$ cat config.mk
export PLATFORM = sky130hd
export DESIGN_NAME = uart_tx_drain_flat
export DESIGN_NICKNAME = d
export VERILOG_FILES = /design/src/rtl/uart_pkg.sv /design/src/rtl/uart_tx_drain_if.sv /design/src/rtl/uart_baud_gen.sv /design/src/rtl/uart_tx_drain.sv /design/src/flat_wrapper.sv
export SDC_FILE = /design/constraint.sdc
export NUM_CORES = 1
export LEC_CHECK = 0
export BUFFER_PORTS_ARGS = -buffer_cell sky130_fd_sc_hd__buf_2
export CAP_MARGIN = 20
export CORE_UTILIZATION = 55
export DETAILED_ROUTE_END_ITERATION = 8
export PLACE_DENSITY = 0.79
export SYNTH_ARGS = -nofsm -noshare
export SYNTH_HDL_FRONTEND = slang
export SYNTH_SLANG_ARGS = --single-unit
$ cat constraint.sdc
create_clock -name clk -period 3.4 [get_ports clk]
set_input_delay 0.17 -clock clk [delete_from_list [all_inputs] [get_ports clk]]
set_output_delay 0.17 -clock clk [all_outputs]
set_load 0.005 [all_outputs]
$ cat src/rtl/uart_pkg.sv
`default_nettype none
// ============================================================================
// Module  : uart_pkg
// Brief   : Shared constants and state encoding for the UART TX drain.
// Rev     : 1.0
// ============================================================================
package uart_pkg;

  localparam int DATA_W = 8;

  // PARITY keeps its slot even when parity is compiled out so encodings match.
  typedef enum logic [2:0] {
    IDLE   = 3'd0,
    START  = 3'd1,
    DATA   = 3'd2,
    PARITY = 3'd3,
    STOP   = 3'd4
  } tx_state_t;

endpackage
`default_nettype wire

$ cat src/rtl/uart_tx_drain_if.sv
`default_nettype none
// ============================================================================
// Module  : uart_tx_drain_if
// Brief   : FIFO read-port bundle between the byte FIFO and the TX drain.
// Rev     : 1.0
// ============================================================================
interface uart_tx_drain_if;
  import uart_pkg::*;

  logic [DATA_W-1:0] din;
  logic              empty;
  logic              re;

  // master = FIFO read side, slave = the drain consuming bytes
  modport master (output din, output empty, input re);
  modport slave  (input din, input empty, output re);

endinterface
`default_nettype wire

$ cat src/rtl/uart_baud_gen.sv
`default_nettype none
// ============================================================================
// Module  : uart_baud_gen
// Brief   : Free-running bit-period counter with a one-cycle terminal tick.
// Rev     : 1.0
// ============================================================================
module uart_baud_gen #(
  parameter int CLKS_PER_BIT = 868
) (
  input  wire logic clk,
  input  wire logic rst,
  input  wire logic clr,
  output logic      tick
);

  localparam int                 c_CNT_W = (CLKS_PER_BIT > 1) ? $clog2(CLKS_PER_BIT) : 1;
  localparam logic [c_CNT_W-1:0] c_TERM  = c_CNT_W'(CLKS_PER_BIT - 1);

  logic [c_CNT_W-1:0] r_cnt;

  // clr realigns the count so the first bit after a pop is a full period
  always_ff @(posedge clk) begin
    if (rst || clr) begin
      r_cnt <= '0;
    end else if (r_cnt == c_TERM) begin
      r_cnt <= '0;
    end else begin
      r_cnt <= r_cnt + c_CNT_W'(1);
    end
  end

  assign tick = (r_cnt == c_TERM);

endmodule
`default_nettype wire

$ cat src/rtl/uart_tx_drain.sv
`default_nettype none
// ============================================================================
// Module  : uart_tx_drain
// Brief   : Pops bytes from the FIFO and serialises them as 8N1 frames
//           (8E1 when UART_TX_PARITY_EN is defined).
// Rev     : 1.0
// ============================================================================
module uart_tx_drain #(
  parameter int CLKS_PER_BIT = 868,
  parameter int DATA_W       = 8
) (
  input  wire logic      clk,
  input  wire logic      rst,
  uart_tx_drain_if.slave bus,
  input  wire logic      tx_en,
  output logic           tx,
  output logic           busy
);
  import uart_pkg::*;

  localparam int                 c_BIT_W    = $clog2(DATA_W);
  localparam logic [c_BIT_W-1:0] c_LAST_BIT = c_BIT_W'(DATA_W - 1);

  tx_state_t          r_state;
  tx_state_t          w_state_nxt;
  logic [DATA_W-1:0]  r_shift;
  logic [DATA_W-1:0]  w_shift_nxt;
  logic [c_BIT_W-1:0] r_bit_cnt;
  logic [c_BIT_W-1:0] w_bit_nxt;
  logic               r_tx;
  logic               w_tx_nxt;
  logic               w_pop;
  logic               w_tick;

  assign w_pop  = (r_state == IDLE) && !bus.empty && tx_en && !rst;
  assign bus.re = w_pop;
  assign tx     = r_tx;
  assign busy   = (r_state != IDLE);

  uart_baud_gen #(
    .CLKS_PER_BIT(CLKS_PER_BIT)
  ) u_baud (
    .clk  (clk),
    .rst  (rst),
    .clr  (w_pop),
    .tick (w_tick)
  );

`ifdef UART_TX_PARITY_EN
  logic r_parity;

  always_ff @(posedge clk) begin
    if (rst) begin
      r_parity <= 1'b0;
    end else if (w_pop) begin
      r_parity <= ^bus.din;
    end
  end
`endif

  always_ff @(posedge clk) begin
    if (rst) begin
      r_state   <= IDLE;
      r_shift   <= '0;
      r_bit_cnt <= '0;
      r_tx      <= 1'b1;
    end else begin
      r_state   <= w_state_nxt;
      r_shift   <= w_shift_nxt;
      r_bit_cnt <= w_bit_nxt;
      r_tx      <= w_tx_nxt;
    end
  end

  // tx is computed one edge early so the line toggles exactly on state entry
  always_comb begin
    w_state_nxt = r_state;
    w_shift_nxt = r_shift;
    w_bit_nxt   = r_bit_cnt;
    w_tx_nxt    = r_tx;
    case (r_state)
      IDLE: begin
        w_tx_nxt = 1'b1;
        if (w_pop) begin
          w_shift_nxt = bus.din;
          w_state_nxt = START;
          w_tx_nxt    = 1'b0;
        end
      end
      START: begin
        if (w_tick) begin
          w_state_nxt = DATA;
          w_bit_nxt   = '0;
          w_tx_nxt    = r_shift[0];
        end
      end
      DATA: begin
        if (w_tick) begin
          w_shift_nxt = r_shift >> 1;
          w_bit_nxt   = r_bit_cnt + c_BIT_W'(1);
          w_tx_nxt    = r_shift[1];
          if (r_bit_cnt == c_LAST_BIT) begin
`ifdef UART_TX_PARITY_EN
            w_state_nxt = PARITY;
            w_tx_nxt    = r_parity;
`else
            w_state_nxt = STOP;
            w_tx_nxt    = 1'b1;
`endif
          end
        end
      end
      PARITY: begin
`ifdef UART_TX_PARITY_EN
        if (w_tick) begin
          w_state_nxt = STOP;
          w_tx_nxt    = 1'b1;
        end
`else
        w_state_nxt = IDLE;
        w_tx_nxt    = 1'b1;
`endif
      end
      STOP: begin
        if (w_tick) begin
          w_state_nxt = IDLE;
          w_tx_nxt    = 1'b1;
        end
      end
      default: begin
        w_state_nxt = IDLE;
        w_tx_nxt    = 1'b1;
      end
    endcase
  end

endmodule
`default_nettype wire

$ cat src/flat_wrapper.sv
// flat-port wrapper written by rule: the top's interface ports become plain ports
module uart_tx_drain_flat import uart_pkg::*;
#(
  parameter int CLKS_PER_BIT = 868,
  parameter int DATA_W       = 8
)
  (clk, rst, tx_en, tx, busy, bus_din, bus_empty, bus_re);
  uart_tx_drain_if bus_i ();
  input  wire logic clk;
  input  wire logic rst;
  input  wire logic tx_en;
  output logic tx;
  output logic busy;
  input wire logic [$bits(bus_i.din)-1:0] bus_din;
  input wire logic [$bits(bus_i.empty)-1:0] bus_empty;
  output wire logic [$bits(bus_i.re)-1:0] bus_re;
  assign bus_i.din = bus_din;
  assign bus_i.empty = bus_empty;
  assign bus_re = bus_i.re;
  uart_tx_drain #(.CLKS_PER_BIT(CLKS_PER_BIT), .DATA_W(DATA_W)) u_core (.clk(clk), .rst(rst), .bus(bus_i), .tx_en(tx_en), .tx(tx), .busy(busy));
endmodule
==> results.txt, run 1 <==
----------------------------------------------------
[Status]
  Result of the run ... finished clean

[Floorplanning]
  Vertical die dimension ... roughly 50 um
  Die boundary width ... approximately 50 um
  Initial core utilization ... between 60% and 70%
  # rows ... 16
  Area of the die ... approximately 2500 um^2
  Core area ... 2060 um^2
  Top-level port count ... 15

[Timing]
  Shortest period the worst path allows ... 2.09 ns
  Number of max-slew violations in the final report ... 0
  Final critical-path share of the clock period ... 61.5%
  Total setup violations reported at the end of the flow ... 0
  Transition time at the pin with the least slew margin ... 0.501 ns
  Total negative slack ... 0 ns
  Highest clock rate ... about 480 MHz
  Setup repair after global routing missed its margin ... no
  Max transition margin ... 66.6%
  Clock skew ... 0.00779 ns
  Setup ws final ... between 1 and 1.5 ns
  Final-report hold violation count ... 0
  Worst-case hold slack ... 0.0620 ns

[Worst setup path]
  Maximum fanout along the worst path ... 10
  Crit. End Element ... register
  Worst Path Class, Setup ... reg2reg
  Category of the worst setup path launch point ... register
  Critical Path RT ... ~3.6 ns
  CP Data Arrival Time ... 2.32 ns

[Cells and area]
  Antenna diode count ... 0
  Final non-filler cell total ... 171
  Layout cell share with drive strength beyond 1 ... 20.1%
  Net count reported at finish ... 160
  Final core area utilization ... 65.3%
  Growth of design area from synthesis to finish ... 7.28%
  Post-route cell area ... 1350 um^2

[Yosys]
  Synthesized-area fraction occupied by ao, oa, aoi and oai cells ... 15.9%
  Synth Area in XOR/XNOR ... 6.98%
  Portion of netlist area occupied by mux cells ... under 10%
  Sequential-to-total area share from yosys stat ... 39.9%
  #FFs+latches synth ... 25
  Cell area after technology mapping ... 1250 um^2
  Yosys warning count ... 0
  Synthesized-area fraction occupied by and/or/nand/nor cells ... 22.7%
  Largest family of logic cells by synthesized area ... simple AND/OR/NAND/NOR gates
  Post-Synth Adder-Cell Area ... 2.99%
  Mean Syn Cell Area ... 9.37 um^2
  Post-synth net total ... 149
  Synthesized netlist cell count ... around 130
  Synth unique cells ... 35

[Drt]
  Drt via density ... 5.84
  Count of unresolved DRC violations after routing ... 0
  Drt first-iter violations ... 16
  1st-pass router iterations ... 4
  Number of routed nets with antenna violations ... 0
  Total wirelength of the detailed-routed design ... 2.31 mm
  Via count ... 998
  Routed wire per std cell ... 13.5 um

[Pwr]
  Sequential cell fraction of total power ... 60.9%
  Lkg Pwr ... 0.577 nW
  Sw Ratio ... a little over a quarter
  IR Drop Worst-Case VDD ... about 0.32 mV
  Internal portion of total power ... 0.383 mW
  Net switching power ... 0.135 mW
  Share of total power in the clock network ... 25.2%
  Part of the total power dissipated in combinational logic ... 14.0%
  Pwr per Cell Area ... 384 nW/um^2
  Total power of the final layout ... 0.517 mW

[Global routing]
  Global Route Usage Sum ... 21.3%
  Initial antenna violation count ... 0
  Number of global-route vias before repair ... 986
  Maximum number of pins on one net before global-route repair ... 19
  Wire length of the first global-routing pass ... 4.11 mm
  GRT Residual Overflow ... 0

[Clock tree]
  CTS tree ... yes
  Post-CTS setup buffer count ... 0
  Number of buffers inserted during clock tree synthesis ... 3
  CTS root buffer ... sky130_fd_sc_hd__clkbuf_4
  Cts repair resizes ... 0
  Number of levels the H-tree was split into ... 1
  Total number of clock tree sinks ... 25
  Number of hold-repair buffers added at the cts stage ... 0
  Register clock-pin slew on the reported worst setup and hold paths ... approximately 0.14 ns
  Clock Tree Buf Depth ... 2
  Clock latency on the worst-skew pair ... 0.31 ns

[Placed design]
  Hpwl dp ... 1.72 mm
  Post-placement setup slack ... 1.34 ns
  Cells after DPL ... 167
  Placement-stage cell area ... 1320 um^2
  Placer's final routability congestion estimate ... 0.733
  Number of port buffers ... 14

[Worst hold path]
  Hold crit path type ... in2reg

[Job]
  MaxCap Viol Count ... 0

----------------------------------------------------
[worst max-delay path, stage by stage (launching register included)]
cell                       delay (ns)
sky130_fd_sc_hd__dfxtp_1         0.52
sky130_fd_sc_hd__or3b_1          0.61
sky130_fd_sc_hd__and4bb_1        0.57
sky130_fd_sc_hd__nor3_1          0.11
sky130_fd_sc_hd__a211oi_2        0.21
[kinds of logic after synthesis]
family / count (synthesis)
buffers and inverters: 12
adders and majority gates: 3
muxes: 9
and+or+nand+nor: 52
xor gates and xnor gates: 10
DFF: 25
AOI/OAI and AO/OA: 23
[power by group through the flow]
stage	combinational (mW)	clock [mW]	sequential [mW]
floorplan	0.0589	0	0.316
global placement	0.0702	0	0.321
detailed placement	0.0724	0	0.321
CTS	0.0728	0.135	0.315
global route	0.0801	0.145	0.317
finish	0.0722	0.130	0.315
[routing by layer]
layer | global-route usage [%] | vias to the layer above | wire (um)
met5 | 0 | - | 0
met1 | 25.9 | 486 | 1080
met2 | 38.3 | 18 | 1150
met4 | 5.24 | 0 | 13
li1 | - | 492 | -
met3 | 3.70 | 2 | 61
[cell type report]
type | instances | area (um^2)
Fill cell | 178 | 716
Tap cell | 27 | 33.8
Inverter | 4 | 15.0
Clock buffer | 3 | 22.5
Clock inverter | 1 | 5.00
Sequential cell | 25 | 500
Multi-Input combinational cell | 97 | 699
Timing Repair Buffer | 14 | 70.1
[final timing paths]
check | start | endpoint | slack, ns | depth (start not counted)
worst max register to register | u_core.r_state[1]$_SDFFE_PP0P_ | u_core.r_shift[0]$_SDFFE_PP0P_ | 1.31 | 4
worst max-delay path | u_core.r_state[1]$_SDFFE_PP0P_ | u_core.r_shift[0]$_SDFFE_PP0P_ | 1.31 | 4
worst min-delay path | bus_din[7] | u_core.r_shift[7]$_SDFFE_PP0P_ | 0.06 | 3
worst min register to register | u_core.u_baud.r_cnt[0]$_SDFF_PP0_ | u_core.u_baud.r_cnt[0]$_SDFF_PP0_ | 0.49 | 1
[cells in the final DEF (no fill, tap or decap), types with 2 or more instances in the layout]
master	count
sky130_fd_sc_hd__nor3b_1	2
sky130_fd_sc_hd__and4_1	2
sky130_fd_sc_hd__xor2_1	7
sky130_fd_sc_hd__nand2b_1	6
sky130_fd_sc_hd__nand4_1	2
sky130_fd_sc_hd__ha_1	3
sky130_fd_sc_hd__xnor2_1	3
sky130_fd_sc_hd__o21ai_0	5
sky130_fd_sc_hd__o21ai_1	2
sky130_fd_sc_hd__a211oi_2	8
sky130_fd_sc_hd__a21oi_1	2
sky130_fd_sc_hd__nor2_1	12
sky130_fd_sc_hd__dfxtp_1	25
sky130_fd_sc_hd__mux2i_1	9
sky130_fd_sc_hd__nor3_1	9
sky130_fd_sc_hd__buf_2	14
sky130_fd_sc_hd__nand3_1	3
sky130_fd_sc_hd__clkbuf_4	3
sky130_fd_sc_hd__and3_1	3
sky130_fd_sc_hd__nand2_1	7
sky130_fd_sc_hd__inv_1	3
sky130_fd_sc_hd__nand3b_1	2
[synthesized netlist by cell type]
master | n | area (um^2)
sky130_fd_sc_hd__a211o_1 | 1 | 8.76
sky130_fd_sc_hd__a211oi_2 | 8 | 100
sky130_fd_sc_hd__a21o_1 | 1 | 7.51
sky130_fd_sc_hd__a21oi_1 | 2 | 10.0
sky130_fd_sc_hd__a221oi_2 | 1 | 15.0
sky130_fd_sc_hd__a31oi_1 | 1 | 6.26
sky130_fd_sc_hd__and3_1 | 3 | 18.8
sky130_fd_sc_hd__and4_1 | 2 | 17.5
sky130_fd_sc_hd__and4b_1 | 1 | 10.0
sky130_fd_sc_hd__and4bb_1 | 1 | 12.5
sky130_fd_sc_hd__buf_1 | 1 | 3.75
sky130_fd_sc_hd__buf_2 | 2 | 10.0
sky130_fd_sc_hd__buf_4 | 2 | 15.0
sky130_fd_sc_hd__clkbuf_1 | 3 | 11.3
sky130_fd_sc_hd__dfxtp_1 | 25 | 500
sky130_fd_sc_hd__ha_1 | 3 | 37.5
sky130_fd_sc_hd__inv_1 | 3 | 11.3
sky130_fd_sc_hd__inv_2 | 1 | 3.75
sky130_fd_sc_hd__mux2i_1 | 9 | 90.1
sky130_fd_sc_hd__nand2_1 | 7 | 26.3
sky130_fd_sc_hd__nand2b_1 | 6 | 37.5
sky130_fd_sc_hd__nand3_1 | 3 | 15.0
sky130_fd_sc_hd__nand3b_1 | 2 | 15.0
sky130_fd_sc_hd__nand4_1 | 2 | 12.5
sky130_fd_sc_hd__nor2_1 | 12 | 45.0
sky130_fd_sc_hd__nor3_1 | 9 | 45.0
sky130_fd_sc_hd__nor3b_1 | 2 | 15.0
sky130_fd_sc_hd__o21a_1 | 1 | 7.51
sky130_fd_sc_hd__o21ai_0 | 5 | 25.0
sky130_fd_sc_hd__o21ai_1 | 2 | 10.0
sky130_fd_sc_hd__o21ai_2 | 1 | 8.76
sky130_fd_sc_hd__or3_1 | 1 | 6.26
sky130_fd_sc_hd__or3b_1 | 1 | 8.76
sky130_fd_sc_hd__xnor2_1 | 3 | 26.3
sky130_fd_sc_hd__xor2_1 | 7 | 61.3
[state kept, by name (all words and copies together), names as in the netlist]
register	flops
u_core.u_baud.r_cnt	10
u_core.r_shift	8
u_core.r_bit_cnt	3
u_core.r_state	3
u_core.tx	1
No activity file was read; power rests on OpenSTA's default activity.
==> inputs of run 2 (changes only) <==
--- a/config.mk
+++ b/config.mk
@@ -5,11 +5,12 @@
 export SDC_FILE = /design/constraint.sdc
 export NUM_CORES = 1
 export LEC_CHECK = 0
+export ABC_AREA = 1
 export BUFFER_PORTS_ARGS = -buffer_cell sky130_fd_sc_hd__buf_2
 export CAP_MARGIN = 20
 export CORE_UTILIZATION = 55
 export DETAILED_ROUTE_END_ITERATION = 8
-export PLACE_DENSITY = 0.79
+export PLACE_DENSITY = 0.78
 export SYNTH_ARGS = -nofsm -noshare
 export SYNTH_HDL_FRONTEND = slang
 export SYNTH_SLANG_ARGS = --single-unit
==> constraint.sdc (replaced) <==
create_clock -name clk -period 2 [get_ports clk]
set_input_delay 0.1 -clock clk [delete_from_list [all_inputs] [get_ports clk]]
set_output_delay 0.1 -clock clk [all_outputs]
set_load 0.005 [all_outputs]
==> run 2 against run 1 <==
Net effect:
- combinational power rose to 5.2 times the previous value
- first-iteration DRC count up 44%
- cell area up 12%
- count of clock-buffer cells in the layout unchanged
- die area up 10%
- setup slack worse by 0.86 ns
- register-to-register slack worse by 0.81 ns
- hold slack worse by 0.037 ns
- sequential share of layout area down 4.0 points
- critical path depth up 2
- synthesized cell count up 37%
==> results.txt, run 2 <==
----------------------------------------------------
[Clock tree]
  Total number of clock tree sinks ... 25
  CTS tree ... yes
  Cts repair resizes ... 0
  CTS root buffer ... sky130_fd_sc_hd__clkbuf_4
  Post-CTS setup buffer count ... 0
  Clock Tree Buf Depth ... 2
  Clock latency on the worst-skew pair ... 0.31 ns
  Number of hold-repair buffers added at the cts stage ... 0
  Number of buffers inserted during clock tree synthesis ... 3
  Number of levels the H-tree was split into ... 1
  Register clock-pin slew on the reported worst setup and hold paths ... 0.13 ns

[Worst setup path]
  Origin of the critical flop-to-flop path ... u_core.u_baud.r_cnt[0]$_SDFF_PP0_
  Critical Path RT ... 1.90 ns
  Category of the worst setup path launch point ... register
  Crit. End Element ... output port
  CP Data Arrival Time ... 1.45 ns
  Worst Path Class, Setup ... reg2out
  Maximum fanout along the worst path ... 10
  Path depth of the worst reg2reg path ... 7
  Destination of the worst register-to-register timing path ... u_core.r_bit_cnt[1]$_SDFFE_PP0P_
  Setup slack of the worst register-to-register path ... 0.50 ns

[Cells and area]
  Antenna diode count ... 0
  Final non-filler cell total ... 228
  Footprint of the multi-input gates ... 790 um^2
  Most common cell after layout, fill and taps aside ... sky130_fd_sc_hd__nand2_1
  Final core area utilization ... between 60% and 70%
  Flip-flop count of the largest register after layout ... 10
  Layout cell share with drive strength beyond 1 ... between 20% and 30%
  Commonest non-fill, non-tap cells in the layout ... sky130_fd_sc_hd__nand2_1 (37), sky130_fd_sc_hd__nor2_1 (26), sky130_fd_sc_hd__dfxtp_1 (25)
  Growth of design area from synthesis to finish ... 8.66%
  Net count reported at finish ... 216
  Leading registers by flop count ... u_core.u_baud.r_cnt: 10 flops, u_core.r_shift: 8 flops
  Most flop-heavy register ... u_core.u_baud.r_cnt
  Number of filler cells placed in the layout ... 208
  Sequential cell area in the final layout ... 500 um^2

[Worst hold path]
  Hold endpoint ... u_core.r_shift[7]$_SDFFE_PP0P_
  Hold crit path type ... in2reg
  Cells on Worst Hold Path ... 3
  Startpoint of the most critical hold path ... bus_din[7]

[Status]
  Result of the run ... finished clean

[Timing]
  Transition time at the pin with the least slew margin ... 0.291 ns
  Total negative slack ... 0 ns
  Clock skew ... 0.00936 ns
  Total setup violations reported at the end of the flow ... 0
  Highest clock rate ... roughly 640 MHz
  Final-report hold violation count ... 0
  Final critical-path share of the clock period ... 77.7%
  Worst-case hold slack ... 0.0254 ns
  Setup ws final ... 0.446 ns
  Max transition margin ... 80.5%
  Shortest period the worst path allows ... 1.55 ns
  Number of max-slew violations in the final report ... 0
  Setup repair after global routing missed its margin ... no

[Global routing]
  Wire length of the first global-routing pass ... 4.24 mm
  Initial antenna violation count ... 0
  Number of global-route vias before repair ... around 1000
  Maximum number of pins on one net before global-route repair ... 19
  Global Route Usage Sum ... around a fifth
  GRT Residual Overflow ... 0

[Placed design]
  Hpwl dp ... between 1.5 and 2 mm
  Placer's final routability congestion estimate ... 0.810
  Post-placement setup slack ... 0.533 ns
  Number of port buffers ... 14
  Cells after DPL ... ~220

[Drt]
  Routed wire per std cell ... around 11 um
  Number of routed nets with antenna violations ... 0
  Drt first-iter violations ... 23
  Drt via density ... 5.23
  1st-pass router iterations ... 4
  Count of unresolved DRC violations after routing ... 0
  Via count ... 1192
  Total wirelength of the detailed-routed design ... 2.42 mm

[Yosys]
  Leading cell types by total area after synthesis ... sky130_fd_sc_hd__dfxtp_1 (36%), sky130_fd_sc_hd__nand2_1 (10%), sky130_fd_sc_hd__nor2_1 (7.0%)
  Area share of the largest cell type after synthesis ... 36.1%
  Mean Syn Cell Area ... between 7 and 8 um^2
  #FFs+latches synth ... 25
  Yosys warning count ... 0
  Share of flip-flops with an asynchronous set or reset ... 0%
  Synth unique cells ... 32
  Top cells by instance count after synthesis ... sky130_fd_sc_hd__nand2_1 (37), sky130_fd_sc_hd__nor2_1 (26), sky130_fd_sc_hd__dfxtp_1 (25), sky130_fd_sc_hd__nand3_1 (16), sky130_fd_sc_hd__inv_1 (14)
  Cell area after technology mapping ... approximately 1400 um^2
  Most used flip-flop cell after synthesis ... sky130_fd_sc_hd__dfxtp_1
  Cell taking the most area after synthesis ... sky130_fd_sc_hd__dfxtp_1
  Post-synth net total ... between 150 and 200
  Sequential-to-total area share from yosys stat ... 36.1%
  Number of enable flip-flop cells after synthesis ... 0
  Most used standard cell by instance count after synthesis ... sky130_fd_sc_hd__nand2_1
  Synthesized netlist cell count ... 184

[Pwr]
  Lkg Pwr ... 0.679 nW
  IR Drop Worst-Case VDD ... 0.585 mV
  Pwr per Cell Area ... just under 800 nW/um^2

[Floorplanning]
  Vertical die dimension ... 52.2 um
  Top-level port count ... 15
  Area of the die ... 2730 um^2
  Core area ... roughly 2300 um^2
  # rows ... 17
  Die boundary width ... about 52 um
  Initial core utilization ... 60.3%

[Job]
  MaxCap Viol Count ... 0

----------------------------------------------------
run 2: changes by cell type after synthesis, sizes merged, moves of 8 or more:
cell / before / now
nand2: 7 / 42
nand3: 3 / 20
nor2: 12 / 33
a21oi: 2 / 10
mux2i: 9 / 0
inv: 4 / 21
run 2: cell type report:
type | instances | share of cell area (%)
timing repair buffer | 14 | 4.65
sequential | 25 | 33.2
multi-input combinational | 136 | 52.4
clock buffer | 3 | 1.50
clock inverter | 1 | 0.332
tap | 28 | 2.33
inverter | 21 | 5.56
run 2: cell families after synthesis:
kind of cell    count (synthesis)  synth area share (%)
compound gates                 20                  8.03
buf+inv                        23                  6.95
simple gates                  109                  43.7
flops                          25                  36.1
xor+xnor                        4                  2.53
fa+ha+maj                       3                  2.71
run 2: worst max path at each step:
stage / from / to / slack, ns / cells after the start
floorplan: u_core.u_baud.r_cnt[0]$_SDFF_PP0_ / u_core.r_shift[0]$_SDFFE_PP0P_ / 0.66 / 8
global placement: u_core.u_baud.r_cnt[0]$_SDFF_PP0_ / u_core.r_shift[0]$_SDFFE_PP0P_ / 0.60 / 8
detailed placement: u_core.u_baud.r_cnt[0]$_SDFF_PP0_ / u_core.r_bit_cnt[1]$_SDFFE_PP0P_ / 0.53 / 7
CTS: u_core.r_state[0]$_SDFFE_PP0P_ / bus_re / 0.43 / 6
global route: u_core.u_baud.r_cnt[0]$_SDFF_PP0_ / u_core.r_shift[4]$_SDFFE_PP0P_ / 0.34 / 8
finish: u_core.r_state[0]$_SDFFE_PP0P_ / bus_re / 0.45 / 6
run 2: worst max-delay path: stages (launching register included):
cell                      delay [ns]
sky130_fd_sc_hd__dfxtp_1        0.39
sky130_fd_sc_hd__nor2_4         0.18
sky130_fd_sc_hd__nand2_4        0.07
sky130_fd_sc_hd__inv_4          0.06
sky130_fd_sc_hd__nand4_4        0.17
sky130_fd_sc_hd__inv_4          0.15
sky130_fd_sc_hd__buf_2          0.12
run 2: layer usage:
| layer | routed length, um | part of all wire (%) | vias to the layer above | GRT usage (%) |
|---|---|---|---|---|
| met5 | 0 | 0 | - | 0 |
| met4 | 21 | 0.87 | 0 | 6.58 |
| met3 | 95 | 3.9 | 2 | 3.48 |
| met2 | 1110 | 46 | 26 | 35.0 |
| met1 | 1190 | 49 | 535 | 27.2 |
| li1 | - | - | 629 | - |
run 2: stage by stage:
stage          power, mW  instance area (um^2)
2_1_floorplan      0.884                  1390
3_5_place_dp       0.955                  1480
6_report            1.17                  1510
4_1_cts             1.18                  1510
3_3_place_gp       0.949                  1480
5_1_grt             1.26                  1510
run 2: power by group:
group          switching [mW]  internal, mW
combinational           0.241         0.134
sequential             0.0329         0.538
clock                   0.151        0.0746
total                   0.425         0.747
==> inputs of run 3 (changes only) <==
--- a/config.mk
+++ b/config.mk
@@ -8,9 +8,9 @@
 export ABC_AREA = 1
 export BUFFER_PORTS_ARGS = -buffer_cell sky130_fd_sc_hd__buf_2
 export CAP_MARGIN = 20
-export CORE_UTILIZATION = 55
+export CORE_UTILIZATION = 51
 export DETAILED_ROUTE_END_ITERATION = 8
-export PLACE_DENSITY = 0.78
+export PLACE_DENSITY = 0.77
 export SYNTH_ARGS = -nofsm -noshare
 export SYNTH_HDL_FRONTEND = slang
 export SYNTH_SLANG_ARGS = --single-unit
==> constraint.sdc (replaced) <==
create_clock -name clk -period 1.3 [get_ports clk]
set_input_delay 0.065 -clock clk [delete_from_list [all_inputs] [get_ports clk]]
set_output_delay 0.065 -clock clk [all_outputs]
set_load 0.005 [all_outputs]
==> run 3 against run 2 <==
Net effect:
- the run now ends with setup timing left
- sequential cell count unchanged
- non-clock buffer count grew 17
- wire length up 24%
- die area is 7.5% higher
- core utilization up 4.5 points
- critical endpoint is now u_core.r_shift[6]$_SDFFE_PP0P_
==> results.txt, run 3 (synthesis gave the netlist of run 2 again) <==
----------------------------------------------------
[Status]
  Result of the run ... complete, but fails checks
  Failing checks ... setup timing

[Pwr]
  Pwr per Cell Area ... 1110 nW/um^2
  Total power of the final layout ... 1.96 mW
  Net switching power ... 0.704 mW
  Sequential cell fraction of total power ... 45.0%
  Internal portion of total power ... 1.26 mW
  Lkg Pwr ... 0.795 nW
  Sw Ratio ... 35.9%
  IR Drop Worst-Case VDD ... 1.07 mV
  Share of total power in the clock network ... ~17%
  Part of the total power dissipated in combinational logic ... 38.0%

[Drt]
  Total wirelength of the detailed-routed design ... between 3 and 4 mm
  Count of unresolved DRC violations after routing ... 0
  Drt first-iter violations ... 22
  Via count ... 1306
  Drt via density ... 5.29
  Number of routed nets with antenna violations ... 0
  1st-pass router iterations ... 5
  Routed wire per std cell ... around 12 um

[Timing]
  Final critical-path share of the clock period ... 101%
  Clock skew ... 0.00282 ns
  Number of max-slew violations in the final report ... 0
  Final-report hold violation count ... 0
  Transition time at the pin with the least slew margin ... 0.333 ns
  Highest clock rate ... 758 MHz
  Shortest period the worst path allows ... 1.32 ns
  Total setup violations reported at the end of the flow ... 9
  Setup ws final ... -0.0186 ns
  Max transition margin ... approximately 78%
  Setup repair after global routing missed its margin ... yes

[Cells and area]
  Growth of design area from synthesis to finish ... 27.5%
  Most flop-heavy register ... u_core.u_baud.r_cnt
  Flip-flop count of the largest register after layout ... 10
  Post-route cell area ... 1770 um^2
  Net count reported at finish ... 233
  Most common cell after layout, fill and taps aside ... sky130_fd_sc_hd__nand2_1
  Leading registers by flop count ... u_core.u_baud.r_cnt: 10 flops, u_core.r_shift: 8 flops
  Final non-filler cell total ... 247
  Commonest non-fill, non-tap cells in the layout ... sky130_fd_sc_hd__nand2_1 (34), sky130_fd_sc_hd__nor2_1 (21), sky130_fd_sc_hd__dfxtp_1 (17)
  Layout cell share with drive strength beyond 1 ... about two fifths
  Antenna diode count ... 0

[Clock tree]
  Number of buffers inserted during clock tree synthesis ... 3
  Register clock-pin slew on the reported worst setup and hold paths ... 0.13 ns
  Clock latency on the worst-skew pair ... 0.31 ns
  Clock Tree Buf Depth ... 2
  CTS tree ... yes
  CTS root buffer ... sky130_fd_sc_hd__clkbuf_4
  Total number of clock tree sinks ... 25
  Number of levels the H-tree was split into ... 1

[Floorplanning]
  Area of the die ... 2930 um^2
  Die boundary width ... 54.1 um
  Core area ... 2520 um^2
  Initial core utilization ... ~55%
  Vertical die dimension ... 54.1 um
  Top-level port count ... 15
  # rows ... 18

[Worst setup path]
  Maximum fanout along the worst path ... 7
  Path depth of the worst reg2reg path ... 8
  Destination of the worst register-to-register timing path ... u_core.r_shift[6]$_SDFFE_PP0P_
  Setup slack of the worst register-to-register path ... -0.02 ns
  Category of the worst setup path launch point ... register
  CP Data Arrival Time ... approximately 1.5 ns
  Worst Path Class, Setup ... reg2reg
  Critical Path RT ... ~1.5 ns
  Crit. End Element ... register
  Origin of the critical flop-to-flop path ... u_core.u_baud.r_cnt[1]$_SDFF_PP0_

[Placed design]
  Number of port buffers ... 14
  Hpwl dp ... roughly 2.0 mm
  Placement-stage cell area ... 1540 um^2
  Cells after DPL ... 231
  Post-placement setup slack ... -0.0306 ns
  Placer's final routability congestion estimate ... roughly 0.8

[Global routing]
  GRT Residual Overflow ... 0
  Initial antenna violation count ... 0
  Number of global-route vias before repair ... roughly 1100
  Wire length of the first global-routing pass ... 4.52 mm
  Global Route Usage Sum ... a little over a fifth
  Maximum number of pins on one net before global-route repair ... 14

[Worst hold path]
  Hold endpoint ... u_core.r_shift[5]$_SDFFE_PP0P_
  Cells on Worst Hold Path ... 5
  Hold crit path type ... in2reg
  Startpoint of the most critical hold path ... bus_din[5]

[Job]
  MaxCap Viol Count ... 0

----------------------------------------------------
[run 3: changes by cell type in the layout (fill, tap and decap cells not counted), sizes merged]
| cell | delta |
|---|---|
| buf | +15 |
| dlygate4sd3 | +2 |
| clkinv | -1 |
| clkbuf | +1 |
[run 3: power by group through the flow]
stage | combinational (mW) | clock [mW] | sequential [mW]
global placement | 0.619 | 0 | 0.896
global route | 0.829 | 0.391 | 0.892
CTS | 0.654 | 0.351 | 0.882
detailed placement | 0.630 | 0 | 0.899
finish | 0.745 | 0.334 | 0.883
floorplan | 0.480 | 0 | 0.894
[run 3: layer usage]
metal | global-route usage (%) | share of wire, %
met5 | 0 | 0
met2 | 38.2 | 50
met1 | 25.9 | 45
met3 | 2.82 | 4.6
met4 | 7.26 | 0.50
[run 3: final cells by class]
cell class | count | area [um^2]
Timing Repair Buffer | 31 | 213
Clock buffer | 4 | 26.3
Multi-Input combinational cell | 136 | 895
Fill cell | 200 | 754
Sequential cell | 25 | 513
Tap cell | 30 | 37.5
Inverter | 21 | 83.8
[run 3: timing repair]
item                       in CTS  in global routing
pin swaps                       4                 10
hold buffers                    2                  0
hold endpoints to repair        1                  0
gates resized for setup         6                 27
setup endpoints to repair      11                 22
buffers inserted                4                  6
[run 3: worst max path at each step]
stage / startpoint / to / slack (ns)
after global placement: u_core.u_baud.r_cnt[1]$_SDFF_PP0_ / u_core.r_shift[0]$_SDFFE_PP0P_ / 0.03
after global routing: u_core.u_baud.r_cnt[0]$_SDFF_PP0_ / u_core.r_shift[6]$_SDFFE_PP0P_ / -0.1
after detailed placement: u_core.u_baud.r_cnt[1]$_SDFF_PP0_ / u_core.r_bit_cnt[0]$_SDFFE_PP0P_ / -0.03
final: u_core.u_baud.r_cnt[1]$_SDFF_PP0_ / u_core.r_shift[6]$_SDFFE_PP0P_ / -0.02
after floorplan: u_core.u_baud.r_cnt[1]$_SDFF_PP0_ / u_core.r_shift[0]$_SDFFE_PP0P_ / 0.002
after CTS: u_core.r_state[2]$_SDFFE_PP0P_ / bus_re / -0.01
[run 3: metrics by stage]
step / TNS [ns] / utilization (%) / hold slack, ns
finish: -0.0758 / 70.1 / 0.0901
global route: -1.09 / 70.1 / 0.0898
CTS: -0.0128 / 64.5 / 0.0665
detailed placement: -0.103 / 61.0 / 0.337
global placement: 0 / 61.0 / 0.324
floorplan: 0 / - / 0.127
[run 3: critical path: stages, from the launching register on]
cell and delay (ns):
sky130_fd_sc_hd__dfxtp_2 0.37, sky130_fd_sc_hd__ha_4 0.16, sky130_fd_sc_hd__nand2_4 0.06, sky130_fd_sc_hd__nor2_4 0.11, sky130_fd_sc_hd__nand3_4 0.15, sky130_fd_sc_hd__nor2_8 0.18, sky130_fd_sc_hd__nor2_8 0.07, sky130_fd_sc_hd__nor2_2 0.09
sky130_fd_sc_hd__nor2_1 0.04
